--- src/rtl/ssd_scan_counter.sv ---
// Four-digit BCD event counter with a time-multiplexed, frame-coherent display scanner.
// Optional macro SSD_LEADING_ZERO_BLANK_EN suppresses leading-zero digits 1..3.
module ssd_scan_counter #(
  parameter int unsigned SCAN_DIV     = 1000,
  parameter int unsigned BLANK_CYCLES = 16
) (
  input  logic        clk,
  input  logic        rst_n,
  input  logic        cnt_inc,
  input  logic        cnt_clr,
  output logic [15:0] value_o,
  output logic        carry_o,
  output logic [3:0]  bcd_o,
  output logic [3:0]  dig_sel_n
);

  localparam int PRE_W = 16;
  localparam logic [PRE_W-1:0] PRE_LAST  = PRE_W'(SCAN_DIV - 1);
  localparam logic [PRE_W-1:0] PRE_BLANK = PRE_W'(BLANK_CYCLES);

  logic [15:0]      count_q, count_d;
  logic             carry_q, carry_d;
  logic [PRE_W-1:0] pre_q, pre_d;
  logic [1:0]       idx_q, idx_d;
  logic [15:0]      snap_q, snap_d;
  logic [3:0]       bcd_q, bcd_d;
  logic [3:0]       sel_q, sel_d;
  logic [3:0]       suppress;
  logic             ripple;
  logic             slotWrap;
  logic             frameWrap;

  always_comb begin
    count_d = count_q;
    carry_d = 1'b0;
    ripple  = 1'b0;
    if (cnt_clr) begin
      count_d = 16'h0000;
    end else if (cnt_inc) begin
      ripple = 1'b1;
      for (int k = 0; k < 4; k++) begin
        if (ripple) begin
          // A digit at 9 (or any out-of-range value) rolls to 0 and keeps the carry going.
          if (count_q[4*k +: 4] >= 4'd9) begin
            count_d[4*k +: 4] = 4'd0;
          end else begin
            count_d[4*k +: 4] = count_q[4*k +: 4] + 4'd1;
            ripple            = 1'b0;
          end
        end
      end
      carry_d = ripple;
    end
  end

  // Display outputs are registered from next-state values so they line up with pre/idx.
  always_comb begin
    slotWrap  = (pre_q == PRE_LAST);
    frameWrap = slotWrap && (idx_q == 2'd3);
    pre_d     = slotWrap ? '0 : pre_q + PRE_W'(1);
    idx_d     = slotWrap ? idx_q + 2'd1 : idx_q;
    snap_d    = frameWrap ? count_q : snap_q;
    bcd_d     = snap_d[{idx_d, 2'b00} +: 4];
`ifdef SSD_LEADING_ZERO_BLANK_EN
    suppress[0] = 1'b0;
    suppress[1] = (snap_d[15:4]  == 12'h000);
    suppress[2] = (snap_d[15:8]  == 8'h00);
    suppress[3] = (snap_d[15:12] == 4'h0);
`else
    suppress = 4'b0000;
`endif
    sel_d = 4'hF;
    if ((pre_d >= PRE_BLANK) && !suppress[idx_d]) begin
      sel_d[idx_d] = 1'b0;
    end
  end

  always_ff @(posedge clk or negedge rst_n) begin
    if (!rst_n) begin
      count_q <= 16'h0000;
      carry_q <= 1'b0;
      pre_q   <= '0;
      idx_q   <= 2'd0;
      snap_q  <= 16'h0000;
      bcd_q   <= 4'h0;
      sel_q   <= 4'hF;
    end else begin
      count_q <= count_d;
      carry_q <= carry_d;
      pre_q   <= pre_d;
      idx_q   <= idx_d;
      snap_q  <= snap_d;
      bcd_q   <= bcd_d;
      sel_q   <= sel_d;
    end
  end

  assign value_o   = count_q;
  assign carry_o   = carry_q;
  assign bcd_o     = bcd_q;
  assign dig_sel_n = sel_q;

endmodule
--- config.mk ---
export PLATFORM = sky130hd
export DESIGN_NAME = ssd_scan_counter
export DESIGN_NICKNAME = d
export VERILOG_FILES = /design/src/rtl/ssd_scan_counter.sv
export SDC_FILE = /design/constraint.sdc
export NUM_CORES = 1
export LEC_CHECK = 0
export BUFFER_PORTS_ARGS = -buffer_cell sky130_fd_sc_hd__buf_2
export CORE_ASPECT_RATIO = 0.75
export CORE_MARGIN = 2
export CORE_UTILIZATION = 29
export DETAILED_ROUTE_END_ITERATION = 7
export GPL_TIMING_DRIVEN = 0
export PLACE_DENSITY_LB_ADDON = 0.08
export SLEW_MARGIN = 20
export SYNTH_ARGS = -nofsm -noshare
export SYNTH_HDL_FRONTEND = slang
export SYNTH_SLANG_ARGS = --single-unit
--- constraint.sdc ---
create_clock -name clk -period 3.72 [get_ports clk]
set_input_delay 0.372 -clock clk [delete_from_list [all_inputs] [get_ports clk]]
set_output_delay 0.372 -clock clk [all_outputs]
set_load 0.03 [all_outputs]
==> flow_metrics.env, run 1 <==
export IMPL_finalNetCount=368
export IMPL_hold_path_class="in2reg"
export IMPL_rsz0062_at_grt="false"
export IMPL_arrival_ns=2.74
export IMPL_clock_root_buffer="clkbuf_16"
export IMPL_critPathLaunchType="flip-flop"
export IMPL_dr_first_iter_drc_count=86
export IMPL_final_common_cell="dfrtp_1"
export IMPL_relSlewSlack=0.447
export IMPL_power_density_mw_per_mm2=424
export IMPL_grt_pass1_vias=2338
export IMPL_fin_worst_skew_ns=0.0101
export IMPL_drt_total_wl_mm=8.03
export IMPL_path_clk_slew_ns=0.05
export IMPL_routedWlPerCell_um=16.2
export IMPL_numCtsBuffers=9
export IMPL_ys_flop_type="dfrtp_1"
export IMPL_clockBufferDepth=2
export IMPL_routed_via_count=2432
export IMPL_period_needed_ns=2.50
export IMPL_grt_ovfl_total=0
export IMPL_synth_cell_types=56
export IMPL_setup_viol=0
export IMPL_synth_top_cell_by_area="dfrtp_1"
export IMPL_ys_seq_area_frac=0.462
export IMPL_grt_first_pass_wirelength_mm=13.3
export IMPL_synth_seq_cells=59
export IMPL_grt_start_max_net_pins=34
export IMPL_cts_tree="yes"
export IMPL_synth_async_sr_flop_share=1.00
export IMPL_area_growth_synth_to_final_pct=20.5
export IMPL_gp_congestion=0.750
export IMPL_io_pins=29
export IMPL_finalHoldViolCount=0
export IMPL_fp_dieW_um=125
export IMPL_synth_area_per_cell_um2=10.3
export IMPL_synth_area_leaders="dfrtp_1 43%, ha_1 5.5%, mux2_2 3.9%"
export IMPL_p_leak_uw=0.00175
export IMPL_tightest_slew_ns=0.822
export IMPL_coreArea_mm2=0.0109
export IMPL_rows=33
export IMPL_crit_fanout=10
export IMPL_dieHeight_um=95.1
export IMPL_postSynthCellCount=310
export IMPL_cap_violations=0
export IMPL_grt_usage=0.146
export IMPL_final_cell_mix="55 x dfrtp_1, 30 x buf_2, 26 x nand2_1, 26 x nor2_1, 21 x o21ai_0"
export IMPL_remaining_drc_errors=0
export IMPL_fin_tns_setup_ns=0
export IMPL_cts_max_level=3
export IMPL_start_util=0.295
export IMPL_slew_violations=0
export IMPL_power_uw=1640
export IMPL_syn_nets=328
export IMPL_drive_gt1_frac=0.220
export IMPL_post_cts_setup_buffers=0
export IMPL_min_period_over_period=0.671
export IMPL_endpoint_kind="flip-flop"
export IMPL_status="completed"
export IMPL_crit_type="reg2reg"
export IMPL_insertedDiodeCount=0
export IMPL_via_per_inst=4.91
export IMPL_dp_hpwl_mm=5.75
export IMPL_syn_area_mm2=0.00321
export IMPL_first_pass_iters=4
export IMPL_cts_repair_resized=0
export IMPL_synth_top_area_share=0.429
export IMPL_clock_fmax_ghz=0.401
export IMPL_antenna_left=0
export IMPL_synth_warnings=0
export IMPL_synth_edf_count=0
export IMPL_io_buffers=27
export IMPL_antenna_found_initial=0
export IMPL_worstSkewPairLatency_ns=0.33
export IMPL_die_area_mm2=0.0119
export IMPL_worst_ep_required_time_ns=3.96
export IMPL_fillers=1093
export IMPL_numClockSinks=59
export IMPL_peakVddDrop_uv=171
state kept, by name (all words and copies together), names as in the netlist:
name	cells
bcd_o	4
dig_sel_n	4
idx_q	2
value_o	16
pre_q	16
carry_o	1
snap_q	16
through the flow:
stage          hold slack, ns  setup slack, ns  std cells  area (um^2)  utilization
6_report                0.474             1.22        495         3860        0.356
5_1_grt                 0.493             1.05        495         3860        0.356
4_1_cts                 0.458             1.22        495         3860        0.356
3_5_place_dp            0.327             1.25        478         3540        0.326
3_3_place_gp            0.482             1.20        477         3520        0.324
2_1_floorplan          0.0764             1.56        310         3210            -
synthesized netlist by cell type (3+ instances only):
| master | number |
|---|---|
| a211oi_1 | 4 |
| nor2_1 | 26 |
| xnor2_1 | 12 |
| inv_1 | 13 |
| nor3_1 | 10 |
| a21oi_1 | 9 |
| nand4_1 | 5 |
| o31ai_1 | 3 |
| dfrtp_1 | 55 |
| buf_2 | 4 |
| nand3_1 | 16 |
| mux2i_1 | 10 |
| a31oi_1 | 3 |
| and2_1 | 3 |
| mux2_2 | 11 |
| dfstp_2 | 4 |
| xor2_1 | 7 |
| clkbuf_1 | 10 |
| o21ai_0 | 21 |
| ha_1 | 14 |
| nand2_1 | 26 |
metal layers:
layer	vias up	part of all wire	global-route usage
met5	-	0	0
met3	11	0.043	0.0432
met4	0	0.013	0.0472
met1	1177	0.56	0.224
li1	1200	-	-
met2	44	0.38	0.193
worst max-delay path, stage by stage, from the launching register on:
cell	delay, ns
dfrtp_1	0.38
buf_6	0.15
nor4_4	0.34
and4bb_2	0.33
clkbuf_4	0.23
clkbuf_1	0.54
a21oi_1	0.22
a21oi_1	0.22
cell type report:
type	instances	area (um^2)	area share
Buffer	16	76.3	0.0198
Clock buffer	12	267	0.0690
Clock inverter	4	47.5	0.0123
Inverter	13	48.8	0.0126
Multi-Input combinational cell	222	1600	0.414
Sequential cell	59	1480	0.383
Tap cell	140	175	0.0453
Timing Repair Buffer	29	168	0.0434
path summary, 6_finish.rpt:
kind,depth (start not counted),slack [ns],from,to
worst max-delay path,7,1.22,pre_q[10]$_DFF_PN0_,bcd_o[1]$_DFF_PN0_
worst min-delay path,4,0.47,cnt_clr,value_o[15]$_DFFE_PN0P_
worst max register to register,7,1.22,pre_q[10]$_DFF_PN0_,bcd_o[1]$_DFF_PN0_
worst min register to register,1,0.49,pre_q[0]$_DFF_PN0_,pre_q[0]$_DFF_PN0_
max in group asynchronous,3,2.62,rst_n,dig_sel_n[0]$_DFF_PN1_
min in group asynchronous,2,0.52,rst_n,value_o[1]$_DFFE_PN0P_
where the power goes:
group          internal, uW  switching, uW  total [uW]
logic                  30.4           72.4         103
clock network           570            292         862
registers               653           19.5         673
kinds of logic after synthesis:
logic type | Yosys count | share of synthesized area
xor+xnor | 19 | 0.0519
compound gates | 58 | 0.121
mux | 24 | 0.0882
flops | 59 | 0.462
buf+inv | 29 | 0.0390
fa+ha+maj | 14 | 0.0546
simple gates | 107 | 0.183
repair_timing:
item	4_1_cts	5_1_grt
hold buffers	1	0
setup endpoints to repair	0	0
hold endpoints to repair	26	0
No activity file was read; power rests on OpenSTA's default activity.
==> run 2, diff against run 1 <==
==> constraint.sdc (replaced) <==
create_clock -name clk -period 2.1 [get_ports clk]
set_input_delay 0.21 -clock clk [delete_from_list [all_inputs] [get_ports clk]]
set_output_delay 0.21 -clock clk [all_outputs]
set_load 0.03 [all_outputs]
==> flow_metrics.env, run 2 (same netlist as run 1, synthesis figures left out) <==
export IMPL_gp_congestion=0.794
export IMPL_tightest_slew_ns=0.571
export IMPL_first_pass_iters=4
export IMPL_rsz0062_at_grt="true"
export IMPL_fin_area_mm2=0.00412
export IMPL_cap_violations=0
export IMPL_numClockSinks=59
export IMPL_die_area_mm2=0.0119
export IMPL_rows=33
export IMPL_dieHeight_um=95.1
export IMPL_io_buffers=27
export IMPL_io_pins=29
export IMPL_final_common_cell="dfrtp_1"
export IMPL_final_cell_mix="48 x dfrtp_1, 29 x buf_2, 25 x nor2_1"
export IMPL_violations="negative setup slack"
export IMPL_hold_path_class="in2async"
export IMPL_drive_gt1_frac=0.332
export IMPL_dr_first_iter_drc_count=146
export IMPL_crit_fanout=7
export IMPL_path_clk_slew_ns=0.05
export IMPL_antenna_found_initial=0
export IMPL_setup_viol=6
export IMPL_finalNetCount=387
export IMPL_met2_usage=0.183
export IMPL_dp_hpwl_mm=5.58
export IMPL_clock_root_buffer="clkbuf_16"
export IMPL_area_growth_synth_to_final_pct=28.4
export IMPL_fp_dieW_um=125
export IMPL_fin_cells=513
export IMPL_grt_first_pass_wirelength_mm=13.2
export IMPL_drt_total_wl_mm=8.12
export IMPL_insertedDiodeCount=0
export IMPL_period_needed_ns=2.23
export IMPL_grt_usage=0.144
export IMPL_numCtsBuffers=9
export IMPL_remaining_drc_errors=0
export IMPL_dp_cells=478
export IMPL_routed_via_count=2553
export IMPL_finalHoldViolCount=0
export IMPL_grt_start_max_net_pins=50
export IMPL_routedWlPerCell_um=15.8
export IMPL_arrival_ns=2.49
export IMPL_cts_max_level=3
export IMPL_pre_cts_slack_ns=-0.328
export IMPL_top_usage_layer="met1"
export IMPL_setup_ws_ns=-0.134
export IMPL_start_util=0.295
export IMPL_peakVddDrop_uv=336
export IMPL_power_density_mw_per_mm2=655
export IMPL_min_period_over_period=1.06
export IMPL_fin_worst_skew_ns=0.00471
export IMPL_place_area_mm2=0.00356
export IMPL_coreArea_mm2=0.0109
export IMPL_grt_pass1_vias=2353
export IMPL_cts_tree="yes"
export IMPL_rrSetupSlack_ns=-0.13
export IMPL_critPathLaunchType="flip-flop"
export IMPL_antenna_left=0
export IMPL_clock_fmax_ghz=0.448
export IMPL_crit_type="reg2reg"
export IMPL_clockBufferDepth=2
export IMPL_worstSkewPairLatency_ns=0.32
export IMPL_p_leak_uw=0.00187
export IMPL_status="finished with violations"
export IMPL_relSlewSlack=0.619
export IMPL_grt_ovfl_total=0
export IMPL_slew_violations=0
export IMPL_worst_ep_required_time_ns=2.35
export IMPL_met3_usage=0.0426
export IMPL_endpoint_kind="flip-flop"
export IMPL_via_per_inst=4.98
export IMPL_met1_usage=0.228
## run 2: worst paths after layout
path	to	startpoint	cells past startpoint
max in group asynchronous	dig_sel_n[3]$_DFF_PN1_	rst_n	3
worst min register to register	pre_q[0]$_DFF_PN0_	pre_q[0]$_DFF_PN0_	1
worst max-delay path	dig_sel_n[1]$_DFF_PN1_	pre_q[11]$_DFF_PN0_	7
worst max register to register	dig_sel_n[1]$_DFF_PN1_	pre_q[11]$_DFF_PN0_	7
worst min-delay path	pre_q[10]$_DFF_PN0_	rst_n	2
min in group clk	value_o[15]$_DFFE_PN0P_	cnt_clr	4
## run 2: timing repair
action	in CTS	in global routing
pin swaps	6	12
gates resized for setup	23	23
buffers inserted	7	13
hold buffers	1	0
hold endpoints to repair	10	0
setup endpoints to repair	34	23
## run 2: power by group
group          switching (uW)  internal (uW)  total (uW)
registers                32.8           1160        1190
logic                     133           60.8         193
clock network             494            817        1310
total                     660           2040        2700
## run 2: cell type report
cell class	count	area (um^2)
plain buffers	15	108
repair buffers	49	325
clock inverters	3	15.0
fillers	1093	6740
well taps	140	175
multi-input cells	222	1710
clock buffers	12	246
inverters	13	48.8
flip-flops and latches	59	1490
## run 2: metal layers
metal / part of all wire / vias to the layer above
met2: 0.39 / 44
met1: 0.55 / 1256
li1: - / 1243
met4: 0.013 / 0
met3: 0.042 / 10
met5: 0 / -
## run 2: per-stage QoR
stage / TNS, ns / power (uW) / hold WS [ns] / util
detailed placement: -5.90 / 1390 / 0.0727 / 0.328
CTS: -0.599 / 2740 / 0.285 / 0.365
finish: -0.601 / 2700 / 0.292 / 0.379
global route: -1.17 / 2820 / 0.307 / 0.379
floorplan: -0.00139 / 1310 / -0.0856 / -
global placement: -6.03 / 1390 / 0.481 / 0.325
## run 2: critical path: stages, from the launching register on
cell and delay [ns]:
dfrtp_1 0.37, buf_6 0.13, nor4_4 0.32, o2bb2a_4 0.19, o32a_1 0.34, o21bai_4 0.17
or4b_4 0.51, nand4b_1 0.13
